$ cat src/rtl/lsram_fifo_ctrl_pkg.sv
// Shared widths and types for the LSRAM-backed FIFO controller.
package lsram_fifo_pkg;
  localparam int DWIDTH = 64;
  localparam int AWIDTH = 6;
  localparam int DEPTH  = 2**AWIDTH;

  typedef logic [AWIDTH-1:0] ptr_t;
  typedef logic [AWIDTH+1:0] cnt_t;
  typedef logic [DWIDTH-1:0] word_t;
endpackage

$ cat src/rtl/lsram_fifo_ctrl_if.sv
// Producer, consumer and RAM-macro signals of the FIFO controller.
interface lsram_fifo_ctrl_if;
  import lsram_fifo_pkg::*;

  logic  we;
  word_t data;
  logic  full;
  logic  afull;
  logic  overflow;
  logic  re;
  word_t q;
  logic  dout_valid;
  logic  aempty;
  logic  underflow;
  cnt_t  wrcnt;
  ptr_t  ram_w_addr;
  word_t ram_w_data;
  logic  ram_w_en;
  ptr_t  ram_r_addr;
  logic  ram_r_en;
  word_t ram_r_data;

  modport master (
    output we, data, re, ram_r_data,
    input  full, afull, overflow, q, dout_valid, aempty, underflow, wrcnt,
           ram_w_addr, ram_w_data, ram_w_en, ram_r_addr, ram_r_en
  );

  modport slave (
    input  we, data, re, ram_r_data,
    output full, afull, overflow, q, dout_valid, aempty, underflow, wrcnt,
           ram_w_addr, ram_w_data, ram_w_en, ram_r_addr, ram_r_en
  );
endinterface

$ cat src/rtl/lsram_fifo_ctrl_fwft_out_buf.sv
// Two-entry skid buffer holding RAM read data; slot0 is always the head word.
module fwft_out_buf
  import lsram_fifo_pkg::*;
(
  input  logic       clk,
  input  logic       reset_n,
  input  logic       push,
  input  word_t      din,
  input  logic       pop,
  output word_t      head,
  output logic [1:0] count
);
  word_t slot0;
  word_t slot1;

  // Popping the last word leaves slot0 untouched so the head keeps its value while empty.
  always_ff @(posedge clk) begin
    if (!reset_n) begin
      count <= 2'd0;
      slot0 <= '0;
      slot1 <= '0;
    end else begin
      count <= count + 2'(push) - 2'(pop);
      if (pop) begin
        if (count == 2'd2) begin
          slot0 <= slot1;
          if (push) slot1 <= din;
        end else if (push) begin
          slot0 <= din;
        end
      end else if (push) begin
        if (count == 2'd0) slot0 <= din;
        else               slot1 <= din;
      end
    end
  end

  assign head = slot0;
endmodule

$ cat src/rtl/lsram_fifo_ctrl.sv
// FIFO controller for the 64x64 LSRAM macro with a first-word-fall-through output.
module lsram_fifo_ctrl
  import lsram_fifo_pkg::*;
#(
  parameter int AFULL_VAL  = 56,
  parameter int AEMPTY_VAL = 4
) (
  input  logic             clk,
  input  logic             reset_n,
  lsram_fifo_ctrl_if.slave bus
);
  ptr_t       wptr;
  ptr_t       rptr;
  cnt_t       ram_cnt;
  cnt_t       ram_cnt_n;
  cnt_t       wrcnt;
  cnt_t       wrcnt_n;
  logic       inflight;
  logic [1:0] buf_cnt;
  logic [1:0] buf_cnt_n;
  logic [2:0] buf_load;
  logic       full;
  logic       wr_acc;
  logic       rd_iss;
  logic       pop;
  logic       afull;
  logic       aempty;
  logic       overflow;
  logic       underflow;
  word_t      head;

  assign full   = (ram_cnt == cnt_t'(DEPTH));
  assign pop    = bus.re & (buf_cnt != 2'd0);
  assign wr_acc = reset_n & bus.we & ~full;

  // Buffer slots committed after this cycle; a read is issued only if one will stay free.
  assign buf_load  = 3'(buf_cnt) + 3'(inflight) - 3'(pop);
  assign buf_cnt_n = buf_load[1:0];
  assign rd_iss    = reset_n & (ram_cnt != '0) & (buf_load < 3'd2);

  always_comb begin
    ram_cnt_n = ram_cnt;
    if (wr_acc && !rd_iss)      ram_cnt_n = ram_cnt + cnt_t'(1);
    else if (!wr_acc && rd_iss) ram_cnt_n = ram_cnt - cnt_t'(1);
  end

  assign wrcnt_n = ram_cnt_n + cnt_t'(rd_iss) + cnt_t'(buf_cnt_n);

  always_ff @(posedge clk) begin
    if (!reset_n) begin
      wptr      <= '0;
      rptr      <= '0;
      ram_cnt   <= '0;
      inflight  <= 1'b0;
      wrcnt     <= '0;
      afull     <= 1'b0;
      aempty    <= 1'b1;
      overflow  <= 1'b0;
      underflow <= 1'b0;
    end else begin
      if (wr_acc) wptr <= wptr + ptr_t'(1);
      if (rd_iss) rptr <= rptr + ptr_t'(1);
      ram_cnt   <= ram_cnt_n;
      inflight  <= rd_iss;
      wrcnt     <= wrcnt_n;
      afull     <= (wrcnt_n >= cnt_t'(AFULL_VAL));
      aempty    <= (wrcnt_n <= cnt_t'(AEMPTY_VAL));
      overflow  <= bus.we & full;
      underflow <= bus.re & (buf_cnt == 2'd0);
    end
  end

  fwft_out_buf u_out_buf (
    .clk     (clk),
    .reset_n (reset_n),
    .push    (inflight),
    .din     (bus.ram_r_data),
    .pop     (pop),
    .head    (head),
    .count   (buf_cnt)
  );

  assign bus.full       = full;
  assign bus.afull      = afull;
  assign bus.overflow   = overflow;
  assign bus.q          = head;
  assign bus.dout_valid = (buf_cnt != 2'd0);
  assign bus.aempty     = aempty;
  assign bus.underflow  = underflow;
  assign bus.wrcnt      = wrcnt;
  assign bus.ram_w_addr = wptr;
  assign bus.ram_w_data = bus.data;
  assign bus.ram_w_en   = wr_acc;
  assign bus.ram_r_addr = rptr;
  assign bus.ram_r_en   = rd_iss;
endmodule
$ cat src/flat_wrapper.sv
// flat-port wrapper written by rule: the top's interface ports become plain ports
module lsram_fifo_ctrl_flat import lsram_fifo_pkg::*;
#(
  parameter int AFULL_VAL  = 56,
  parameter int AEMPTY_VAL = 4
)
  (clk, reset_n, bus_we, bus_data, bus_re, bus_ram_r_data, bus_full, bus_afull, bus_overflow, bus_q, bus_dout_valid, bus_aempty, bus_underflow, bus_wrcnt, bus_ram_w_addr, bus_ram_w_data, bus_ram_w_en, bus_ram_r_addr, bus_ram_r_en);
  lsram_fifo_ctrl_if bus_i ();
  input  logic clk;
  input  logic reset_n;
  input wire logic [$bits(bus_i.we)-1:0] bus_we;
  input wire logic [$bits(bus_i.data)-1:0] bus_data;
  input wire logic [$bits(bus_i.re)-1:0] bus_re;
  input wire logic [$bits(bus_i.ram_r_data)-1:0] bus_ram_r_data;
  output wire logic [$bits(bus_i.full)-1:0] bus_full;
  output wire logic [$bits(bus_i.afull)-1:0] bus_afull;
  output wire logic [$bits(bus_i.overflow)-1:0] bus_overflow;
  output wire logic [$bits(bus_i.q)-1:0] bus_q;
  output wire logic [$bits(bus_i.dout_valid)-1:0] bus_dout_valid;
  output wire logic [$bits(bus_i.aempty)-1:0] bus_aempty;
  output wire logic [$bits(bus_i.underflow)-1:0] bus_underflow;
  output wire logic [$bits(bus_i.wrcnt)-1:0] bus_wrcnt;
  output wire logic [$bits(bus_i.ram_w_addr)-1:0] bus_ram_w_addr;
  output wire logic [$bits(bus_i.ram_w_data)-1:0] bus_ram_w_data;
  output wire logic [$bits(bus_i.ram_w_en)-1:0] bus_ram_w_en;
  output wire logic [$bits(bus_i.ram_r_addr)-1:0] bus_ram_r_addr;
  output wire logic [$bits(bus_i.ram_r_en)-1:0] bus_ram_r_en;
  assign bus_i.we = bus_we;
  assign bus_i.data = bus_data;
  assign bus_i.re = bus_re;
  assign bus_i.ram_r_data = bus_ram_r_data;
  assign bus_full = bus_i.full;
  assign bus_afull = bus_i.afull;
  assign bus_overflow = bus_i.overflow;
  assign bus_q = bus_i.q;
  assign bus_dout_valid = bus_i.dout_valid;
  assign bus_aempty = bus_i.aempty;
  assign bus_underflow = bus_i.underflow;
  assign bus_wrcnt = bus_i.wrcnt;
  assign bus_ram_w_addr = bus_i.ram_w_addr;
  assign bus_ram_w_data = bus_i.ram_w_data;
  assign bus_ram_w_en = bus_i.ram_w_en;
  assign bus_ram_r_addr = bus_i.ram_r_addr;
  assign bus_ram_r_en = bus_i.ram_r_en;
  lsram_fifo_ctrl #(.AFULL_VAL(AFULL_VAL), .AEMPTY_VAL(AEMPTY_VAL)) u_core (.clk(clk), .reset_n(reset_n), .bus(bus_i));
endmodule
$ cat config.mk
export PLATFORM = sky130hd
export DESIGN_NAME = lsram_fifo_ctrl_flat
export DESIGN_NICKNAME = d
export VERILOG_FILES = /design/src/rtl/lsram_fifo_ctrl_pkg.sv /design/src/rtl/lsram_fifo_ctrl_if.sv /design/src/rtl/lsram_fifo_ctrl_fwft_out_buf.sv /design/src/rtl/lsram_fifo_ctrl.sv /design/src/flat_wrapper.sv
export SDC_FILE = /design/constraint.sdc
export NUM_CORES = 1
export LEC_CHECK = 0
export CAP_MARGIN = 20
export CORE_MARGIN = 2
export CORE_UTILIZATION = 40
export CTS_CLUSTER_SIZE = 30
export DETAILED_ROUTE_END_ITERATION = 6
export PLACE_DENSITY = 0.77
export SYNTH_ARGS = -nofsm -noshare
export SYNTH_HDL_FRONTEND = slang
export SYNTH_SLANG_ARGS = --single-unit
$ cat constraint.sdc
create_clock -name clk -period 4.9 [get_ports clk]
set_input_delay 1.225 -clock clk [delete_from_list [all_inputs] [get_ports clk]]
set_output_delay 1.225 -clock clk [all_outputs]
set_load 0.005 [all_outputs]
==> metrics.md <==
| Metric | Value |
|---|---|
| Clock Skew | 0.00809 ns |
| DR WL/cell | 14.3 µm |
| Final-report hold violation count | 0 |
| Core area | 18000 µm² |
| Hold_buf cts | 0 |
| GPL Wtd Cong | 0.842 |
| Post-Synthesis Cells | 841 |
| Congestion Overflow GR | 0 |
| Final period utilization | 97.1% |
| CTS tree | done |
| Worst-path cell chain | clkbuf_2, and2_4, ha_4, inv_2, ha_4, inv_2, fa_2, nand2_2, a211o_4, nor2_4, nor2_2, o31a_1, buf_4, buf_4, fa_2, inv_2, nand4b_1, nand3b_4, or4b_4, a31o_1 |
| Clk sinks | 163 |
| Fmax | 0.210 GHz |
| Share of cells above drive strength 1 | 12.0% |
| Worst Hold Class | flop to flop |
| Top delay family on crit path | simple AND/OR/NAND/NOR gates |
| Row cnt | 49 |
| Die H | 140 µm |
| Setup crit start kind | input pin |
| DPL Wire Length | 11100 µm |
| Largest stage delay on the critical path | 0.53 ns |
| Syn-to-layout area delta | 30.5% |
| Clock transition at path regs | 0.06 ns |
| Total power | 5.80 mW |
| Number of CTS-inserted buffers | 17 |
| # IOs | 288 |
| Setup TNS | 0 ns |
| Max_cap viols | 0 |
| Most frequent cell after synthesis | dfxtp_1 |
| First-pass GRT wire length | 27100 µm |
| Crit Path Max Fanout | 3 |
| Final setup viols | 0 |
| CP most frequent cell | inv_2 |
| Number of global-route vias before repair | 5418 |
| Hold Slack | 0.452 ns |
| Gr usage total | 16.9% |
| RSZ-0062 raised after global routing | false |
| Critical Setup Path Class | input pin to flop |
| Top cells by count, synth | dfxtp_1 (163), nand2_1 (142), nor2_1 (93) |
| DRC | 0 |
| Mean post-synth cell area | 8.74 µm² |
| Vias/cell | 4.97 |
| Total Routed Length | 16900 µm |
| Crit. End Element | flop |
| Fillcell total | 1633 |
| Status | completed |
| Synth top area cells | dfxtp_1 (44%), mux2i_1 (9.0%), nand2_1 (7.3%) |
| YS warnings | 0 |
| Synth cell types | 49 |
| Initial Util | 40.8% |
| Crit path DAT | 5.06 ns |
| Power density cells | 605 nW/µm² |
| Clk buf depth | 2 |
| Diodes inserted | 0 |
| Max_slew headroom | 49.9% |
| Critical path's slowest cell | fa_2 |
| Max H-tree Level | 4 |
| Total vias in the final route | 5861 |
| Area leader, netlist | dfxtp_1 |
| Register bit total from synthesis | 163 |
| Synthesized net count | 983 |
| ANT nets after route | 0 |
| Clock latency on the worst-skew pair | 0.41 ns |
| Synth Flop Type | dfxtp_1 |
| Sequential fraction of the synthesis area | 44.4% |
| Die X | 140 µm |
| Root Driver | clkbuf_16 |
| Pin count of the biggest net entering global routing | 83 |
| DR pass1 iterations | 5 |
| Slew at the pin closest to its max-slew limit | 0.751 ns |
| Area of the mapped netlist | 7350 µm² |
| CP required | 5.20 ns |
| Min cycle time layout | 4.76 ns |
| Initial antenna violation count | 0 |
| First-iteration detailed-routing DRC count | 347 |
| Ys async rst share | 0% |
| CP bufs+invs | 6 |
| Share of the synthesized area in the top cell type | 44.4% |
| LEAKAGE | 3.88 nW |
| Worst VDD drop | 0.295 mV |
| Port Buffer Count | 159 |
| Nets | 1079 |
| Post-synth EDFFs | 0 |
| Max Slew Vio Count | 0 |
| Die footprint | 19500 µm² |
-- final cells by class --
| class | instances | area [µm²] | share of cell area, % |
|---|---|---|---|
| multi-input combinational | 542 | 3460 | 36.1 |
| sequential | 163 | 3260 | 34.0 |
| clock buffer | 17 | 425 | 4.43 |
| inverter | 16 | 70.1 | 0.730 |
| timing repair buffer | 197 | 1920 | 20.1 |
| clock inverter | 15 | 163 | 1.70 |
| tap | 229 | 287 | 2.99 |
-- metal layers --
layer / wire, µm / global-route usage [%] / vias to the layer above
met4: 239 / 5.42 / 0
met5: 0 / 0 / -
met3: 837 / 4.71 / 20
li1: - / - / 3000
met2: 8080 / 28.4 / 133
met1: 7710 / 21.0 / 2708
-- where the power goes --
| part | total [mW] | internal, mW | switching [mW] | leakage (nW) |
|---|---|---|---|---|
| combinational | 2.62 | 1.38 | 1.24 | 2.27 |
| sequential | 1.86 | 1.65 | 0.213 | 1.33 |
| clock | 1.32 | 0.725 | 0.593 | 0.283 |
-- cell usage in the layout (no fill, tap or decap), drive strengths merged, types with 2 or more instances in the layout --
master,netlist,routed
xor2,9,9
inv,16,26
ha,7,7
o211a,2,2
buf,73,38
mux2i,66,66
clkbuf,47,18
dfxtp,163,163
a211oi,66,66
or2,2,2
nand4,7,7
a211o,3,3
and2,8,8
nand3b,2,2
o21ai,5,5
nor2,93,93
and3,6,6
nor4,7,7
fa,3,3
nand3,5,5
or3,5,5
a21oi,68,68
clkinv,0,2
nand2,142,142
xnor2,8,8
or4b,2,2
nand2b,2,2
clkinvlp,0,2
o211ai,2,2
nor3,4,4
clkdlybuf4s50,0,157
a31oi,6,6
nand4b,2,2
-- registers in the layout (all words and copies together), names as in the netlist --
register and count:
u_core.u_out_buf.count 2, u_core.bus.overflow 1, u_core.bus.aempty 1, u_core.ram_cnt 8, u_core.u_out_buf.slot1 64, u_core.bus.wrcnt 8, u_core.bus.underflow 1, u_core.bus.ram_w_addr 6
u_core.bus.afull 1, u_core.bus.ram_r_addr 6, u_core.inflight 1, u_core.u_out_buf.head 64
-- cells by family after synthesis --
logic type	share of synthesized area, %
AOI/OAI and AO/OA	13.9
adders and majority gates	2.01
buffers and inverters	10.4
and+or+nand+nor	17.4
xor gates and xnor gates	2.84
muxes	8.99
DFF	44.4
-- timing repair --
| action | in CTS | in global routing |
|---|---|---|
| pin swaps | 8 | 13 |
| cloned | 0 | 0 |
| gates resized for setup | 7 | 7 |
| buffers inserted | 3 | 2 |
| setup endpoints to repair | 3 | 2 |
-- through the flow --
step | worst slack (ns) | util (%) | cells | instance area [µm²]
6_report | 0.140 | 53.2 | 1179 | 9600
5_1_grt | 0.0421 | 53.2 | 1179 | 9600
4_1_cts | 0.0451 | 53.0 | 1177 | 9560
3_5_place_dp | -0.657 | 49.5 | 1142 | 8930
3_3_place_gp | -0.521 | 49.5 | 1142 | 8930
2_1_floorplan | -0.124 | - | 841 | 7440
-- path summary, 6_finish.rpt --
| path | start | to | slack [ns] | depth (start not counted) |
|---|---|---|---|---|
| max | bus_re | u_core.bus.afull$_SDFF_PN0_ | 0.14 | 20 |
| min | u_core.u_out_buf.slot1[25]$_SDFFE_PN0P_ | u_core.u_out_buf.slot1[25]$_SDFFE_PN0P_ | 0.45 | 2 |
| max reg2reg | u_core.u_out_buf.count[0]$_SDFF_PN0_ | u_core.bus.afull$_SDFF_PN0_ | 0.24 | 20 |
| min reg2reg | u_core.u_out_buf.slot1[25]$_SDFFE_PN0P_ | u_core.u_out_buf.slot1[25]$_SDFFE_PN0P_ | 0.45 | 2 |
-- worst reg2reg max path: cells and delay by family, from the launching register on --
kind,cells,cell delay (ns)
buf+inv,5,0.42
fa+ha+maj,4,1.22
compound gates,3,0.84
simple gates,8,1.67
flops,1,0.39
No activity file was read; power rests on OpenSTA's default activity.
